[src/rtl/load_store_unit.sv]
// ============================================================================
// load_store_unit: single-outstanding byte/half/word load-store engine with
// read-modify-write for sub-word stores.  Rev 1.0
// ============================================================================
`timescale 1ns/1ps
`default_nettype none

module load_store_unit (
   input  logic        Clk,
   input  logic        rst,
   input  logic        req_valid,
   output logic        req_ready,
   input  logic        req_wr,
   input  logic [1:0]  req_size,
   input  logic        req_unsigned,
   input  logic [11:0] req_addr,
   input  logic [31:0] req_wdata,
   output logic        resp_valid,
   output logic [31:0] resp_rdata,
   output logic        resp_err,
   output logic        mem_we,
   output logic [9:0]  mem_addr,
   output logic [31:0] mem_wdata,
   input  logic [31:0] mem_rdata
);

   typedef enum logic [2:0] {
      IDLE = 3'd0,
      RD   = 3'd1,
      CAP  = 3'd2,
      WR   = 3'd3,
      RESP = 3'd4
   } state_e;

   localparam logic [1:0] SZ_BYTE = 2'b00;
   localparam logic [1:0] SZ_HALF = 2'b01;
   localparam logic [1:0] SZ_WORD = 2'b10;
   localparam logic [1:0] SZ_ILL  = 2'b11;

   state_e      state_q, state_d;
   logic        wr_q, wr_d;
   logic [1:0]  size_q, size_d;
   logic        uns_q, uns_d;
   logic [11:0] addr_q, addr_d;
   logic [15:0] wdata_q, wdata_d;
   logic [31:0] resp_rdata_q, resp_rdata_d;
   logic        resp_err_q, resp_err_d;
   logic [31:0] mem_wdata_q, mem_wdata_d;

   logic        req_bad;
   logic [7:0]  ld_byte;
   logic [15:0] ld_half;
   logic [31:0] ld_ext;
   logic [31:0] st_merge;

   always_comb begin
      req_bad = (req_size == SZ_ILL) ||
                ((req_size == SZ_HALF) && req_addr[0]) ||
                ((req_size == SZ_WORD) && (req_addr[1:0] != 2'b00));
   end

   // Lane selection and extension for loads; merge for sub-word stores.
   always_comb begin
      case (addr_q[1:0])
         2'd0:    ld_byte = mem_rdata[7:0];
         2'd1:    ld_byte = mem_rdata[15:8];
         2'd2:    ld_byte = mem_rdata[23:16];
         default: ld_byte = mem_rdata[31:24];
      endcase
      ld_half = addr_q[1] ? mem_rdata[31:16] : mem_rdata[15:0];

      case (size_q)
         SZ_BYTE: ld_ext = {{24{~uns_q & ld_byte[7]}}, ld_byte};
         SZ_HALF: ld_ext = {{16{~uns_q & ld_half[15]}}, ld_half};
         default: ld_ext = mem_rdata;
      endcase

      st_merge = mem_rdata;
      if (size_q == SZ_BYTE) begin
         case (addr_q[1:0])
            2'd0:    st_merge[7:0]   = wdata_q[7:0];
            2'd1:    st_merge[15:8]  = wdata_q[7:0];
            2'd2:    st_merge[23:16] = wdata_q[7:0];
            default: st_merge[31:24] = wdata_q[7:0];
         endcase
      end else if (addr_q[1]) begin
         st_merge[31:16] = wdata_q;
      end else begin
         st_merge[15:0] = wdata_q;
      end
   end

   always_comb begin
      state_d      = state_q;
      wr_d         = wr_q;
      size_d       = size_q;
      uns_d        = uns_q;
      addr_d       = addr_q;
      wdata_d      = wdata_q;
      resp_rdata_d = resp_rdata_q;
      resp_err_d   = resp_err_q;
      mem_wdata_d  = mem_wdata_q;

      case (state_q)
         IDLE: begin
            if (req_valid) begin
               wr_d    = req_wr;
               size_d  = req_size;
               uns_d   = req_unsigned;
               addr_d  = req_addr;
               wdata_d = req_wdata[15:0];
               if (req_bad) begin
                  resp_err_d   = 1'b1;
                  resp_rdata_d = 32'd0;
                  state_d      = RESP;
               end else if (req_wr && (req_size == SZ_WORD)) begin
                  mem_wdata_d = req_wdata;
                  state_d     = WR;
               end else begin
                  state_d = RD;
               end
            end
         end
         RD: state_d = CAP;
         CAP: begin
            if (wr_q) begin
               mem_wdata_d = st_merge;
               state_d     = WR;
            end else begin
               resp_rdata_d = ld_ext;
               resp_err_d   = 1'b0;
               state_d      = RESP;
            end
         end
         WR: begin
            resp_rdata_d = 32'd0;
            resp_err_d   = 1'b0;
            state_d      = RESP;
         end
         RESP:    state_d = IDLE;
         default: state_d = IDLE;
      endcase
   end

   always_ff @(posedge Clk or negedge rst) begin
      if (!rst) begin
         state_q      <= IDLE;
         wr_q         <= 1'b0;
         size_q       <= SZ_BYTE;
         uns_q        <= 1'b0;
         addr_q       <= 12'd0;
         wdata_q      <= 16'd0;
         resp_rdata_q <= 32'd0;
         resp_err_q   <= 1'b0;
         mem_wdata_q  <= 32'd0;
      end else begin
         state_q      <= state_d;
         wr_q         <= wr_d;
         size_q       <= size_d;
         uns_q        <= uns_d;
         addr_q       <= addr_d;
         wdata_q      <= wdata_d;
         resp_rdata_q <= resp_rdata_d;
         resp_err_q   <= resp_err_d;
         mem_wdata_q  <= mem_wdata_d;
      end
   end

   // Strobes decode straight from state so reset drops them without a clock.
   assign req_ready  = (state_q == IDLE);
   assign resp_valid = (state_q == RESP);
   assign mem_we     = ~(state_q == WR);
   assign mem_addr   = addr_q[11:2];
   assign mem_wdata  = mem_wdata_q;
   assign resp_rdata = resp_rdata_q;
   assign resp_err   = resp_err_q;

endmodule

`default_nettype wire

[config.mk]
export PLATFORM = sky130hd
export DESIGN_NAME = load_store_unit
export DESIGN_NICKNAME = d
export VERILOG_FILES = /design/src/rtl/load_store_unit.sv
export SDC_FILE = /design/constraint.sdc
export NUM_CORES = 1
export LEC_CHECK = 0
export CAP_MARGIN = 10
export CORE_ASPECT_RATIO = 2
export CORE_MARGIN = 2
export CORE_UTILIZATION = 43
export CTS_CLUSTER_SIZE = 25
export DETAILED_ROUTE_END_ITERATION = 7
export PLACE_DENSITY = 0.86
export SYNTH_ARGS = -nofsm -noshare
export SYNTH_HDL_FRONTEND = slang
export SYNTH_SLANG_ARGS = --single-unit
[constraint.sdc]
create_clock -name Clk -period 2.07 [get_ports Clk]
set_clock_uncertainty 0.15 [all_clocks]
set_input_delay 0.3105 -clock Clk [delete_from_list [all_inputs] [get_ports Clk]]
set_output_delay 0.3105 -clock Clk [all_outputs]
set_load 0.02 [all_outputs]
==> results.md, run 1 <==
| Metric | This run |
|---|---|
| Outcome | completed |
| Quantity of I/O buffers inserted on ports | 160 |
| Net Count, Synth | 584 |
| Average detailed-routed wire length per instance | 22.4 um |
| Total count of hold-check failures in the final report | 0 |
| Number of cell rows | 56 |
| Arrival time at the worst endpoint | 2.16 ns |
| Clock tree from TritonCTS | built |
| Final standard cell area without fillers | 0.00777 mm2 |
| Kind of capture point of the worst setup path | flop |
| Worst VDD drop | 1.25 mV |
| First-pass iteration count of the detailed router | 7 |
| Worst rel slew slack | 64.2% |
| Initial core utilization | 44.3% |
| Area of the mapped netlist | 0.00521 mm2 |
| Total Nets Final | 767 |
| Signed area change from the synthesized netlist to the final layout | 49.1% |
| Initial antenna violation count | 0 |
| Final cycle utilization of the critical path | 99.2% |
| Number of unique standard cell types used by synthesis | 44 |
| Path category of the worst min-delay check | reg -> reg |
| Fraction of registers with async set/reset | 100% |
| Proportion of layout cells with a drive suffix above 1 | 25.1% |
| Clk sinks | 100 |
| Die Wd | 81.8 um |
| CP cell instances | clkdlybuf4s50_1 > or3_4 > o31a_1 > or2_4 > clkbuf_16 > o31ai_2 |
| Worst slack, placed | -0.432 ns |
| Hold-critical path endpoint | resp_err |
| Fraction of the yosys area taken by sequential cells | 48.0% |
| Number of vias after detailed routing | 5010 |
| Multi-input logic area | 0.00255 mm2 |
| Top flip-flop cell by instance count after synthesis | sky130_fd_sc_hd__dfrtp_1 |
| Worst-margin pin slew | 0.537 ns |
| Pin count of the biggest net entering global routing | 101 |
| Yosys warnings | 0 |
| Vertical extent of the die | 160 um |
| Least setup slack across all paths after layout | 0.0157 ns |
| Top-level port count | 161 |
| Setup repair after global routing missed its margin | true |
| Final critical path time including I/O delays and setup | 2.05 ns |
| Clock tree root driver cell | sky130_fd_sc_hd__clkbuf_16 |
| First-iteration detailed-routing DRC count | 560 |
| Number of pins with negative max-slew slack in the final report | 0 |
| Slowest Stage Delay on Critical Path | 0.42 ns |
| Req. time, crit path | 2.17 ns |
| Number of CTS-inserted buffers | 9 |
| Clk pin slew, worst setup/hold paths | 0.07 ns |
| Reg-to-reg setup timing slack | 0.05 ns |
| Final core occ | 66.0% |
| Area enclosed by the die boundary | 0.0131 mm2 |
| Synth top area share | 48.0% |
| Number of synthesized register bits | 100 |
| Capture point of the worst reg-to-reg path | resp_rdata[15] |
| Number of inserted diodes | 0 |
| Timing startpoint of the critical path | req_addr[0] |
| Instance area after placement | 0.00722 mm2 |
| Biggest fanout along the worst timing path | 8 |
| Static leakage | 3.25 nW |
| Worst min-delay path startpoint | resp_err |
| Pwr per Cell Area | 1440 mW/mm2 |
| Start of the worst register-to-register path | addr_q[0] |
| Hold Path Stages | 1 |
| Weighted congestion reported at the end of routability-driven placement | 1.03 |
| Setup violations, final | 0 |
| Global-route usage over all layers | 28.1% |
| Slowest cell on the critical path | sky130_fd_sc_hd__clkdlybuf4s50_1 |
| Via count of the first global-routing pass | 5098 |
| Largest cells by area after synthesis | sky130_fd_sc_hd__dfrtp_1 (48%), sky130_fd_sc_hd__mux2_2 (9.5%), sky130_fd_sc_hd__o21ai_0 (6.3%), sky130_fd_sc_hd__o31ai_1 (4.6%), sky130_fd_sc_hd__a221o_1 (3.1%) |
| Avg Inst Size Synth | 10.4 um2 |
| Yosys top cell by area | sky130_fd_sc_hd__dfrtp_1 |
| Placed wire-length estimate | 13.6 mm |
| Total routed wirelength | 18.7 mm |
| Number of fill cells in the layout | 906 |
| Maximum level of the CTS H-tree | 3 |
| Total global routing overflow | 0 |
| EDFF count, synth | 0 |
| Global-route wire length before repair | 27.6 mm |
| Nature of the critical path startpoint | primary input |
| Placeable core region | 0.0118 mm2 |
| Insertion delay of the later-clocked pin in the worst-skew pair | 0.34 ns |
| DRC Markers | 0 |
| Register-to-Register Path Depth | 6 |
| Footprint of the flip-flops and latches | 0.00251 mm2 |
| Number of buffers on the longest clock path | 2 |
| Setup Crit Path Kind | in -> reg |
| Vias/cell | 6.01 |
| Synthesized instance count | 501 |
| Maximum clock rate | 0.487 GHz |
| Max-Cap Viols | 0 |
| Number of antenna-violating nets in the routed design | 0 |
==> layout by cell type, fill, tap and decap left out, types with 15 or more instances in the layout <==
master                            netlist  final
sky130_fd_sc_hd__o31ai_1               32     18
sky130_fd_sc_hd__nand2_1               18     17
sky130_fd_sc_hd__a221o_1               16     16
sky130_fd_sc_hd__a221oi_1              17     15
sky130_fd_sc_hd__clkdlybuf4s50_1        0    156
sky130_fd_sc_hd__nor2_1                40     39
sky130_fd_sc_hd__dfrtp_1              100     97
sky130_fd_sc_hd__mux2_2                44     44
sky130_fd_sc_hd__buf_4                 10     62
sky130_fd_sc_hd__o21ai_0               66     62
==> through the flow <==
stage          TNS, ns  total power, W  hold slack (ns)  std cells
3_5_place_dp    -22.51         0.00926            0.259        810
4_1_cts              0          0.0110            0.354        829
5_1_grt         -0.133          0.0118            0.367        834
3_3_place_gp    -15.68         0.00907            0.245        810
6_report             0          0.0112            0.352        834
2_1_floorplan        0         0.00670           -0.135        501
==> per-layer routing <==
layer | GRT usage [%] | wire length [um] | up-vias
met1 | 31.1 | 6490 | 2458
met2 | 47.7 | 10000 | 263
li1 | - | - | 2230
met4 | 19.0 | 1210 | 0
met5 | 0 | 0 | -
met3 | 3.90 | 963 | 59
==> cell families (layout without fill, tap and decap cells) <==
group                  count (synthesis)  in the layout  share of synthesized area (%)
AND/OR/NAND/NOR                       96             96                           9.27
multiplexers                          50             50                           10.7
AO/OA/AOI/OAI                        191            191                           25.8
buffers and inverters                 64            252                           6.22
flip-flops                           100            100                           48.0
==> area by class of cell <==
type | count | share of cell area [%]
multi-input combinational | 337 | 32.8
sequential | 100 | 32.3
timing repair buffer | 230 | 28.5
clock buffer | 12 | 3.43
tap | 145 | 2.33
clock inverter | 4 | 0.403
inverter | 6 | 0.290
==> synth_stat cells, types with 2 or more instances <==
| cell | n |
|---|---|
| sky130_fd_sc_hd__mux2_2 | 44 |
| sky130_fd_sc_hd__a22o_1 | 4 |
| sky130_fd_sc_hd__a211oi_1 | 15 |
| sky130_fd_sc_hd__nand2_1 | 18 |
| sky130_fd_sc_hd__buf_1 | 2 |
| sky130_fd_sc_hd__a21oi_1 | 14 |
| sky130_fd_sc_hd__clkbuf_1 | 29 |
| sky130_fd_sc_hd__inv_1 | 5 |
| sky130_fd_sc_hd__nand3_1 | 4 |
| sky130_fd_sc_hd__nor2b_1 | 2 |
| sky130_fd_sc_hd__o31ai_1 | 32 |
| sky130_fd_sc_hd__nand2b_1 | 11 |
| sky130_fd_sc_hd__a21boi_0 | 7 |
| sky130_fd_sc_hd__o21bai_1 | 2 |
| sky130_fd_sc_hd__buf_2 | 12 |
| sky130_fd_sc_hd__nor2_1 | 40 |
| sky130_fd_sc_hd__o21ai_0 | 66 |
| sky130_fd_sc_hd__nor3b_1 | 3 |
| sky130_fd_sc_hd__buf_6 | 4 |
| sky130_fd_sc_hd__o21ai_1 | 2 |
| sky130_fd_sc_hd__mux2i_1 | 6 |
| sky130_fd_sc_hd__or3b_2 | 2 |
| sky130_fd_sc_hd__a221oi_1 | 17 |
| sky130_fd_sc_hd__and3_1 | 9 |
| sky130_fd_sc_hd__or2_2 | 2 |
| sky130_fd_sc_hd__dfrtp_1 | 100 |
| sky130_fd_sc_hd__buf_4 | 10 |
| sky130_fd_sc_hd__a221o_1 | 16 |
| sky130_fd_sc_hd__a32o_1 | 8 |
==> critical path, delay by kind of cell <==
kind | cells | cell delay, ns
AOI/OAI and AO/OA | 2 | 0.52
buffers and inverters | 2 | 0.62
and+or+nand+nor | 2 | 0.71
==> worst max path at each step <==
stage / cells after the start / to / slack [ns]
CTS: 3 / req_ready / 0.003
floorplan: 7 / resp_rdata[1] / 0.03
detailed placement: 5 / resp_rdata[26] / -0.43
finish: 6 / mem_wdata[30] / 0.02
global route: 6 / mem_wdata[30] / -0.03
global placement: 5 / resp_rdata[30] / -0.27
==> state kept, by name, summed over array words and instances (netlist names) <==
name        count
resp_rdata     32
wr_q            1
size_q          2
mem_wdata      32
state_q         3
uns_q           1
wdata_q        16
addr_q         12
resp_err        1
==> where the power goes <==
group          leakage, nW  switching [W]  internal, W
Sequential            1.26       0.000669      0.00279
Combinational         1.85        0.00326      0.00286
Clock                0.149       0.000723     0.000920
==> what timing repair did <==
item | in CTS | in global routing
buffers inserted | 2 | 3
hold buffers | 1 | 0
pin swaps | 1 | 5
cloned | 0 | 2
setup endpoints to repair | 25 | 52
endpoints found under the hold margin | 100 | 0
resized for setup | 12 | 35
No activity file was read; power rests on OpenSTA's default activity.
==> inputs of run 2 (changes only) <==
--- a/config.mk
+++ b/config.mk
@@ -5,9 +5,10 @@
 export SDC_FILE = /design/constraint.sdc
 export NUM_CORES = 1
 export LEC_CHECK = 0
+export ABC_CLOCK_PERIOD_IN_PS = 2070
 export CAP_MARGIN = 10
 export CORE_ASPECT_RATIO = 2
-export CORE_MARGIN = 2
+export CORE_MARGIN = 3
 export CORE_UTILIZATION = 43
 export CTS_CLUSTER_SIZE = 25
 export DETAILED_ROUTE_END_ITERATION = 7
==> run 2 against run 1 <==
Against the previous run:
- sequential power about the same
- sequential share of layout area is 0.15 points lower
- via count up 1.1%
- combinational power is 2% higher
- largest cell class unchanged
==> results.md, run 2 (synthesis gave the netlist of run 1 again) <==
| Metric | This run | Delta |
|---|---|---|
| Outcome | completed | unchanged |
| Total routed wirelength | 19.4 mm | was 18.7 mm |
| First-iteration detailed-routing DRC count | 336 | was 560 |
| Req. time, crit path | 2.16 ns | was 2.17 ns |
| Slowest cell on the critical path | sky130_fd_sc_hd__clkdlybuf4s50_1 | unchanged |
| Area enclosed by the die boundary | 0.0136 mm2 | was 0.0131 mm2 |
| Final cycle utilization of the critical path | 98.3% | was 99.2% |
| Initial core utilization | 44.3% | unchanged |
| Slowest Stage Delay on Critical Path | 0.43 ns | was 0.42 ns |
| DRC Markers | 0 | unchanged |
| Total global routing overflow | 0 | unchanged |
| Static leakage | 3.27 nW | was 3.25 nW |
| Clk sinks | 100 | unchanged |
| Maximum clock rate | 0.492 GHz | was 0.487 GHz |
| Worst VDD drop | 0.854 mV | was 1.25 mV |
| Start of the worst register-to-register path | size_q[1] | was addr_q[0] |
| Register-to-Register Path Depth | 6 | unchanged |
| Top-level port count | 161 | unchanged |
| Hold_ws | 0.300 ns | was 0.352 ns |
| Worst rel slew slack | 63.1% | was 64.2% |
| Global-route usage over all layers | 27.7% | was 28.1% |
| Setup violations, final | 0 | unchanged |
| Most frequent standard cell in the layout excluding fill and tap cells | sky130_fd_sc_hd__clkdlybuf4s50_1 | unchanged |
| Weighted congestion reported at the end of routability-driven placement | 0.959 | was 1.03 |
| Biggest fanout along the worst timing path | 16 | was 8 |
| Clock tree from TritonCTS | built | unchanged |
| Arrival time at the worst endpoint | 2.13 ns | was 2.16 ns |
| Number of cell rows | 56 | unchanged |
| Most frequent cells in the layout | sky130_fd_sc_hd__clkdlybuf4s50_1 (156), sky130_fd_sc_hd__dfrtp_1 (97), sky130_fd_sc_hd__o21ai_0 (60) | was sky130_fd_sc_hd__clkdlybuf4s50_1 (156), sky130_fd_sc_hd__dfrtp_1 (97), sky130_fd_sc_hd__o21ai_0 (62), sky130_fd_sc_hd__buf_4 (62), sky130_fd_sc_hd__mux2_2 (44) |
| Number of inserted diodes | 0 | unchanged |
| Total negative slack | 0 ns | unchanged |
| Clk pin slew, worst setup/hold paths | 0.07 ns | about the same |
| Number of fill cells in the layout | 898 | was 906 |
| Number of pins with negative max-slew slack in the final report | 0 | unchanged |
| Worst-margin pin slew | 0.553 ns | was 0.537 ns |
| Quantity of I/O buffers inserted on ports | 160 | unchanged |
| Signed area change from the synthesized netlist to the final layout | 49.8% | was 49.1% |
| Nature of the critical path startpoint | primary input | unchanged |
| Pin count of the biggest net entering global routing | 39 | was 101 |
| Vertical extent of the die | 162 um | was 160 um |
| Capture point of the worst reg-to-reg path | mem_wdata[9] | was resp_rdata[15] |
| Initial antenna violation count | 0 | unchanged |
| CP cell instances | clkdlybuf4s50_1 > or3_4 > o31a_1 > or2_4 > buf_12 > o31ai_2 | was clkdlybuf4s50_1 > or3_4 > o31a_1 > or2_4 > clkbuf_16 > o31ai_2 |
| Max-Cap Viols | 0 | unchanged |
| Placeable core region | 0.0118 mm2 | unchanged |
| Global-route wire length before repair | 29.3 mm | was 27.6 mm |
| Setup Crit Path Kind | in -> reg | unchanged |
| Number of vias after detailed routing | 5066 | was 5010 |
| Setup repair after global routing missed its margin | true | unchanged |
| Maximum level of the CTS H-tree | 3 | unchanged |
| Kind of capture point of the worst setup path | flop | unchanged |
| Total Nets Final | 767 | unchanged |
| Vias/cell | 6.07 | was 6.01 |
| Via count of the first global-routing pass | 5324 | was 5098 |
| Least setup slack across all paths after layout | 0.0355 ns | was 0.0157 ns |
| Number of CTS-inserted buffers | 9 | unchanged |
| Reg-to-reg setup timing slack | 0.04 ns | was 0.05 ns |
| Die Wd | 83.8 um | was 81.8 um |
| Number of buffers on the longest clock path | 2 | unchanged |
| Total count of hold-check failures in the final report | 0 | unchanged |
| Placed wire-length estimate | 14.3 mm | was 13.6 mm |
| Worst slack, placed | -0.397 ns | was -0.432 ns |
| First-pass iteration count of the detailed router | 6 | was 7 |
| Final critical path time including I/O delays and setup | 2.03 ns | was 2.05 ns |
| Clock tree root driver cell | sky130_fd_sc_hd__clkbuf_16 | unchanged |
| Path category of the worst min-delay check | in -> async | was reg -> reg |
| Insertion delay of the later-clocked pin in the worst-skew pair | 0.34 ns | about the same |
| Proportion of layout cells with a drive suffix above 1 | 25.0% | was 25.1% |
| Final standard cell area without fillers | 0.00781 mm2 | was 0.00777 mm2 |
| Pwr per Cell Area | 1460 mW/mm2 | was 1440 mW/mm2 |
| Number of antenna-violating nets in the routed design | 0 | unchanged |
| Post-layout power | 0.0114 W | was 0.0112 W |
| Average detailed-routed wire length per instance | 23.2 um | was 22.4 um |
| Instance area after placement | 0.00728 mm2 | was 0.00722 mm2 |
## run 2: cell types whose count changed in the layout (fill, tap and decap cells not counted), sizes merged
cell / previous run / this run
bufinv: 0 / 1
clkbuf: 14 / 13
## run 2: per-layer routing
metal | global-route usage, % | vias up | wire length (um)
met1 | 30.0 | 2508 | 6770
met3 | 3.86 | 68 | 1040
li1 | - | 2226 | -
met5 | 0 | - | 0
met2 | 51.7 | 264 | 10500
met4 | 14.1 | 0 | 1040
## run 2: where the power goes
group / internal, W / switching [W] / leakage (nW)
Clock: 0.000946 / 0.000742 / 0.144
Sequential: 0.00279 / 0.000678 / 1.26
Combinational: 0.00294 / 0.00334 / 1.86
Total: 0.00667 / 0.00476 / 3.27
## run 2: worst max path at each step
stage | slack (ns) | endpoint | cells past startpoint | start
global route | -0.02 | mem_wdata[13] | 6 | req_size[0]
finish | 0.04 | mem_wdata[15] | 6 | req_size[0]
detailed placement | -0.40 | resp_rdata[21] | 5 | mem_rdata[31]
global placement | -0.28 | resp_rdata[27] | 5 | mem_rdata[31]
CTS | -0.0005 | mem_wdata[10] | 5 | size_q[0]
floorplan | 0.03 | resp_rdata[1] | 7 | state_q[0]
## run 2: final cells by class
type,instances,area (um2),share of cell area (%)
Multi-Input combinational cell,337,2540,32.6
Sequential cell,100,2510,32.1
Timing Repair Buffer,230,2260,29.0
Clock buffer,11,233,2.98
Tap cell,145,181,2.32
Clock inverter,5,61.3,0.785
Inverter,6,22.5,0.289
## run 2: worst max-delay path: cells and delay by family
kind / cells / cell delay, ns
AO/OA/AOI/OAI: 2 / 0.53
buffers and inverters: 2 / 0.60
AND/OR/NAND/NOR: 2 / 0.68
## run 2: what timing repair did
action,4_1_cts,5_1_grt
gates resized for setup,14,38
hold buffers,1,0
setup buffers,1,0
endpoints found under the hold margin,30,0
endpoints found under the setup margin,25,48
gates cloned,0,2
pin swaps,1,4
## run 2: through the flow
step           cells  utilization (%)
3_5_place_dp     814             61.8
2_1_floorplan    501                -
5_1_grt          834             66.3
3_3_place_gp     814             61.8
4_1_cts          832             64.9
6_report         834             66.3
==> inputs of run 3 (changes only) <==
--- a/config.mk
+++ b/config.mk
@@ -13,6 +13,7 @@
 export CTS_CLUSTER_SIZE = 25
 export DETAILED_ROUTE_END_ITERATION = 7
 export PLACE_DENSITY = 0.86
+export RECOVER_POWER = 100
 export SYNTH_ARGS = -nofsm -noshare
 export SYNTH_HDL_FRONTEND = slang
 export SYNTH_SLANG_ARGS = --single-unit
==> run 3 against run 2 <==
Against the previous run:
- critical path depth is the same
- sequential power is essentially flat
- first-iteration DRC count grew 8.9%
- sequential share of layout area grew 0.15 points
- die area is the same
- combinational power shrank 4.0%
- register-to-register slack is essentially flat
- final cell count is the same
- critical endpoint is now mem_wdata[13]
- highest routed layer unchanged
==> results.md, run 3 (synthesis gave the netlist of run 1 again) <==
| Metric | This run | Delta |
|---|---|---|
| Req. time, crit path | 2.17 ns | was 2.16 ns |
| Die Wd | 83.8 um | unchanged |
| Amount of wire on met3 after detailed routing | 888 um | was 1.04 mm |
| Most frequent cells in the layout | sky130_fd_sc_hd__dfrtp_1 (97), sky130_fd_sc_hd__clkdlybuf4s50_1 (81), sky130_fd_sc_hd__dlygate4sd3_1 (76) | was sky130_fd_sc_hd__clkdlybuf4s50_1 (156), sky130_fd_sc_hd__dfrtp_1 (97), sky130_fd_sc_hd__o21ai_0 (60) |
| Number of vias after detailed routing | 5055 | was 5066 |
| Pwr per Cell Area | 1440 mW/mm2 | was 1460 mW/mm2 |
| Initial antenna violation count | 0 | unchanged |
| Worst VDD drop | 0.835 mV | was 0.854 mV |
| Number of buffers on the longest clock path | 2 | unchanged |
| First-pass iteration count of the detailed router | 5 | was 6 |
| Maximum clock rate | 0.490 GHz | was 0.492 GHz |
| Number of antenna-violating nets in the routed design | 0 | unchanged |
| Proportion of total power due to net switching | 42.3% | was 41.6% |
| Setup repair after global routing missed its margin | true | unchanged |
| Final critical path time including I/O delays and setup | 2.04 ns | was 2.03 ns |
| Global-route usage over all layers | 27.7% | unchanged |
| Average detailed-routed wire length per instance | 23.1 um | was 23.2 um |
| Uppermost signal routing layer after detailed routing | met4 | unchanged |
| Number of pins with negative max-slew slack in the final report | 0 | unchanged |
| Outcome | completed | unchanged |
| Reported net switching power | 0.00472 W | was 0.00476 W |
| Final cycle utilization of the critical path | 98.5% | was 98.3% |
| Nature of the critical path startpoint | primary input | unchanged |
| Total global routing overflow | 0 | unchanged |
| Placed wire-length estimate | 14.3 mm | unchanged |
| Total Nets Final | 767 | unchanged |
| Least setup slack across all paths after layout | 0.0306 ns | was 0.0355 ns |
| Worst-margin pin slew | 0.758 ns | was 0.553 ns |
| Number of CTS-inserted buffers | 9 | unchanged |
| Vias/cell | 6.06 | was 6.07 |
| Initial core utilization | 44.3% | unchanged |
| Instance count after placement with tap cells included | 814 | unchanged |
| DRC Markers | 0 | unchanged |
| Worst slack, placed | -0.397 ns | unchanged |
| Total count of hold-check failures in the final report | 0 | unchanged |
| Number of cell rows | 56 | unchanged |
| Insertion delay of the later-clocked pin in the worst-skew pair | 0.34 ns | about the same |
| Setup Crit Path Kind | in -> reg | unchanged |
| Clock tree from TritonCTS | built | unchanged |
| Portion of total power attributed to sequential cells | 30.8% | was 30.3% |
| Placeable core region | 0.0118 mm2 | unchanged |
| Weighted congestion reported at the end of routability-driven placement | 0.959 | unchanged |
| Top-level port count | 161 | unchanged |
| Static leakage | 3.40 nW | was 3.27 nW |
| Clock tree root driver cell | sky130_fd_sc_hd__clkbuf_16 | unchanged |
| First-iteration detailed-routing DRC count | 366 | was 336 |
| Most frequent standard cell in the layout excluding fill and tap cells | sky130_fd_sc_hd__dfrtp_1 | was sky130_fd_sc_hd__clkdlybuf4s50_1 |
| Fin cells | 834 | unchanged |
| Pin count of the biggest net entering global routing | 39 | unchanged |
| Biggest fanout along the worst timing path | 8 | was 16 |
| Max-Cap Viols | 0 | unchanged |
| Signed area change from the synthesized netlist to the final layout | 49.1% | was 49.8% |
| Relative contribution of combinational cells to total power | 54.1% | was 54.9% |
| Clk sinks | 100 | unchanged |
| Kind of capture point of the worst setup path | flop | unchanged |
| Proportion of layout cells with a drive suffix above 1 | 24.8% | was 25.0% |
| Number of inserted diodes | 0 | unchanged |
| Global-route wire length before repair | 29.3 mm | unchanged |
| Worst rel slew slack | 49.5% | was 63.1% |
| Clock network fraction of total power | 15.1% | was 14.8% |
| Via count of the first global-routing pass | 5324 | unchanged |
| Path category of the worst min-delay check | reg -> reg | was in -> async |
| Total routed wirelength | 19.3 mm | was 19.4 mm |
| Setup violations, final | 0 | unchanged |
| Post-layout power | 0.0112 W | was 0.0114 W |
| Quantity of I/O buffers inserted on ports | 160 | unchanged |
| Maximum level of the CTS H-tree | 3 | unchanged |
| Arrival time at the worst endpoint | 2.14 ns | was 2.13 ns |
| Met2 layer wire length in the routed design | 10.5 mm | about the same |
| Design internal power | 0.00643 W | was 0.00667 W |
| Vertical extent of the die | 162 um | unchanged |
| Clk pin slew, worst setup/hold paths | 0.07 ns | about the same |
| Register-to-Register Path Depth | 5 | was 6 |
| Routed length on met1 | 6.87 mm | was 6.77 mm |
| Area enclosed by the die boundary | 0.0136 mm2 | unchanged |
| Hold Path Stages | 1 |  |
==> run 3: cell count changes in the layout (fill, tap and decap cells not counted) <==
cell	before	now
sky130_fd_sc_hd__clkbuf_4	0	3
sky130_fd_sc_hd__dlygate4sd3_1	1	76
sky130_fd_sc_hd__buf_4	57	55
sky130_fd_sc_hd__buf_6	3	4
sky130_fd_sc_hd__buf_12	9	6
sky130_fd_sc_hd__clkbuf_2	1	2
sky130_fd_sc_hd__inv_1	5	6
sky130_fd_sc_hd__inv_2	1	0
sky130_fd_sc_hd__clkdlybuf4s50_1	156	81
==> run 3: cell type report <==
class | instances | area, um2
clock inverters | 5 | 61.3
clock buffers | 11 | 233
well taps | 145 | 181
repair buffers | 230 | 2220
inverters | 6 | 22.5
flip-flops and latches | 100 | 2510
multi-input cells | 337 | 2540
fillers | 901 | 4000
==> run 3: critical path, cell delays in order <==
cell	delay, ns
sky130_fd_sc_hd__clkdlybuf4s50_1	0.43
sky130_fd_sc_hd__or3_4	0.40
sky130_fd_sc_hd__o31a_1	0.27
sky130_fd_sc_hd__or2_4	0.28
sky130_fd_sc_hd__buf_6	0.17
sky130_fd_sc_hd__o31ai_2	0.27
==> run 3: power groups by stage <==
| stage | combinational [W] | sequential, W | clock, W |
|---|---|---|---|
| global route | 0.00641 | 0.00351 | 0.00177 |
| detailed placement | 0.00594 | 0.00346 | 0 |
| finish | 0.00603 | 0.00344 | 0.00169 |
| global placement | 0.00579 | 0.00342 | 0 |
| floorplan | 0.00288 | 0.00382 | 0 |
| CTS | 0.00601 | 0.00344 | 0.00171 |
==> run 3: final timing paths <==
check,start,slack (ns),to
min in group asynchronous,rst,0.42,resp_rdata[15]
min,resp_rdata[15],0.35,resp_rdata[15]
min reg2reg,resp_rdata[15],0.35,resp_rdata[15]
max reg2reg,addr_q[1],0.03,resp_rdata[4]
max,req_size[0],0.03,mem_wdata[13]
max in group asynchronous,rst,0.23,addr_q[1]
==> run 3: through the flow <==
stage / util [%] / hold WS (ns) / setup TNS, ns / instance area [um2]
2_1_floorplan: - / -0.135 / 0 / 5210
3_3_place_gp: 61.8 / 0.120 / -15.88 / 7280
3_5_place_dp: 61.8 / 0.128 / -21.62 / 7280
4_1_cts: 64.9 / 0.324 / -0.000479 / 7640
5_1_grt: 66.0 / 0.361 / -0.0977 / 7770
6_report: 66.0 / 0.351 / 0 / 7770
==> run 3: per-layer routing <==
| layer | vias up | track usage (%) |
|---|---|---|
| met2 | 254 | 51.7 |
| li1 | 2234 | - |
| met4 | 0 | 14.1 |
| met3 | 72 | 3.86 |
| met1 | 2495 | 30.0 |
| met5 | - | 0 |
==> run 3: what timing repair did <==
item | 4_1_cts | 5_1_grt
gates cloned | 0 | 2
pin swaps | 1 | 4
buffers inserted | 1 | 0
hold buffers | 1 | 0
endpoints found under the hold margin | 30 | 0
gates resized for setup | 14 | 38
setup endpoints to repair | 25 | 48
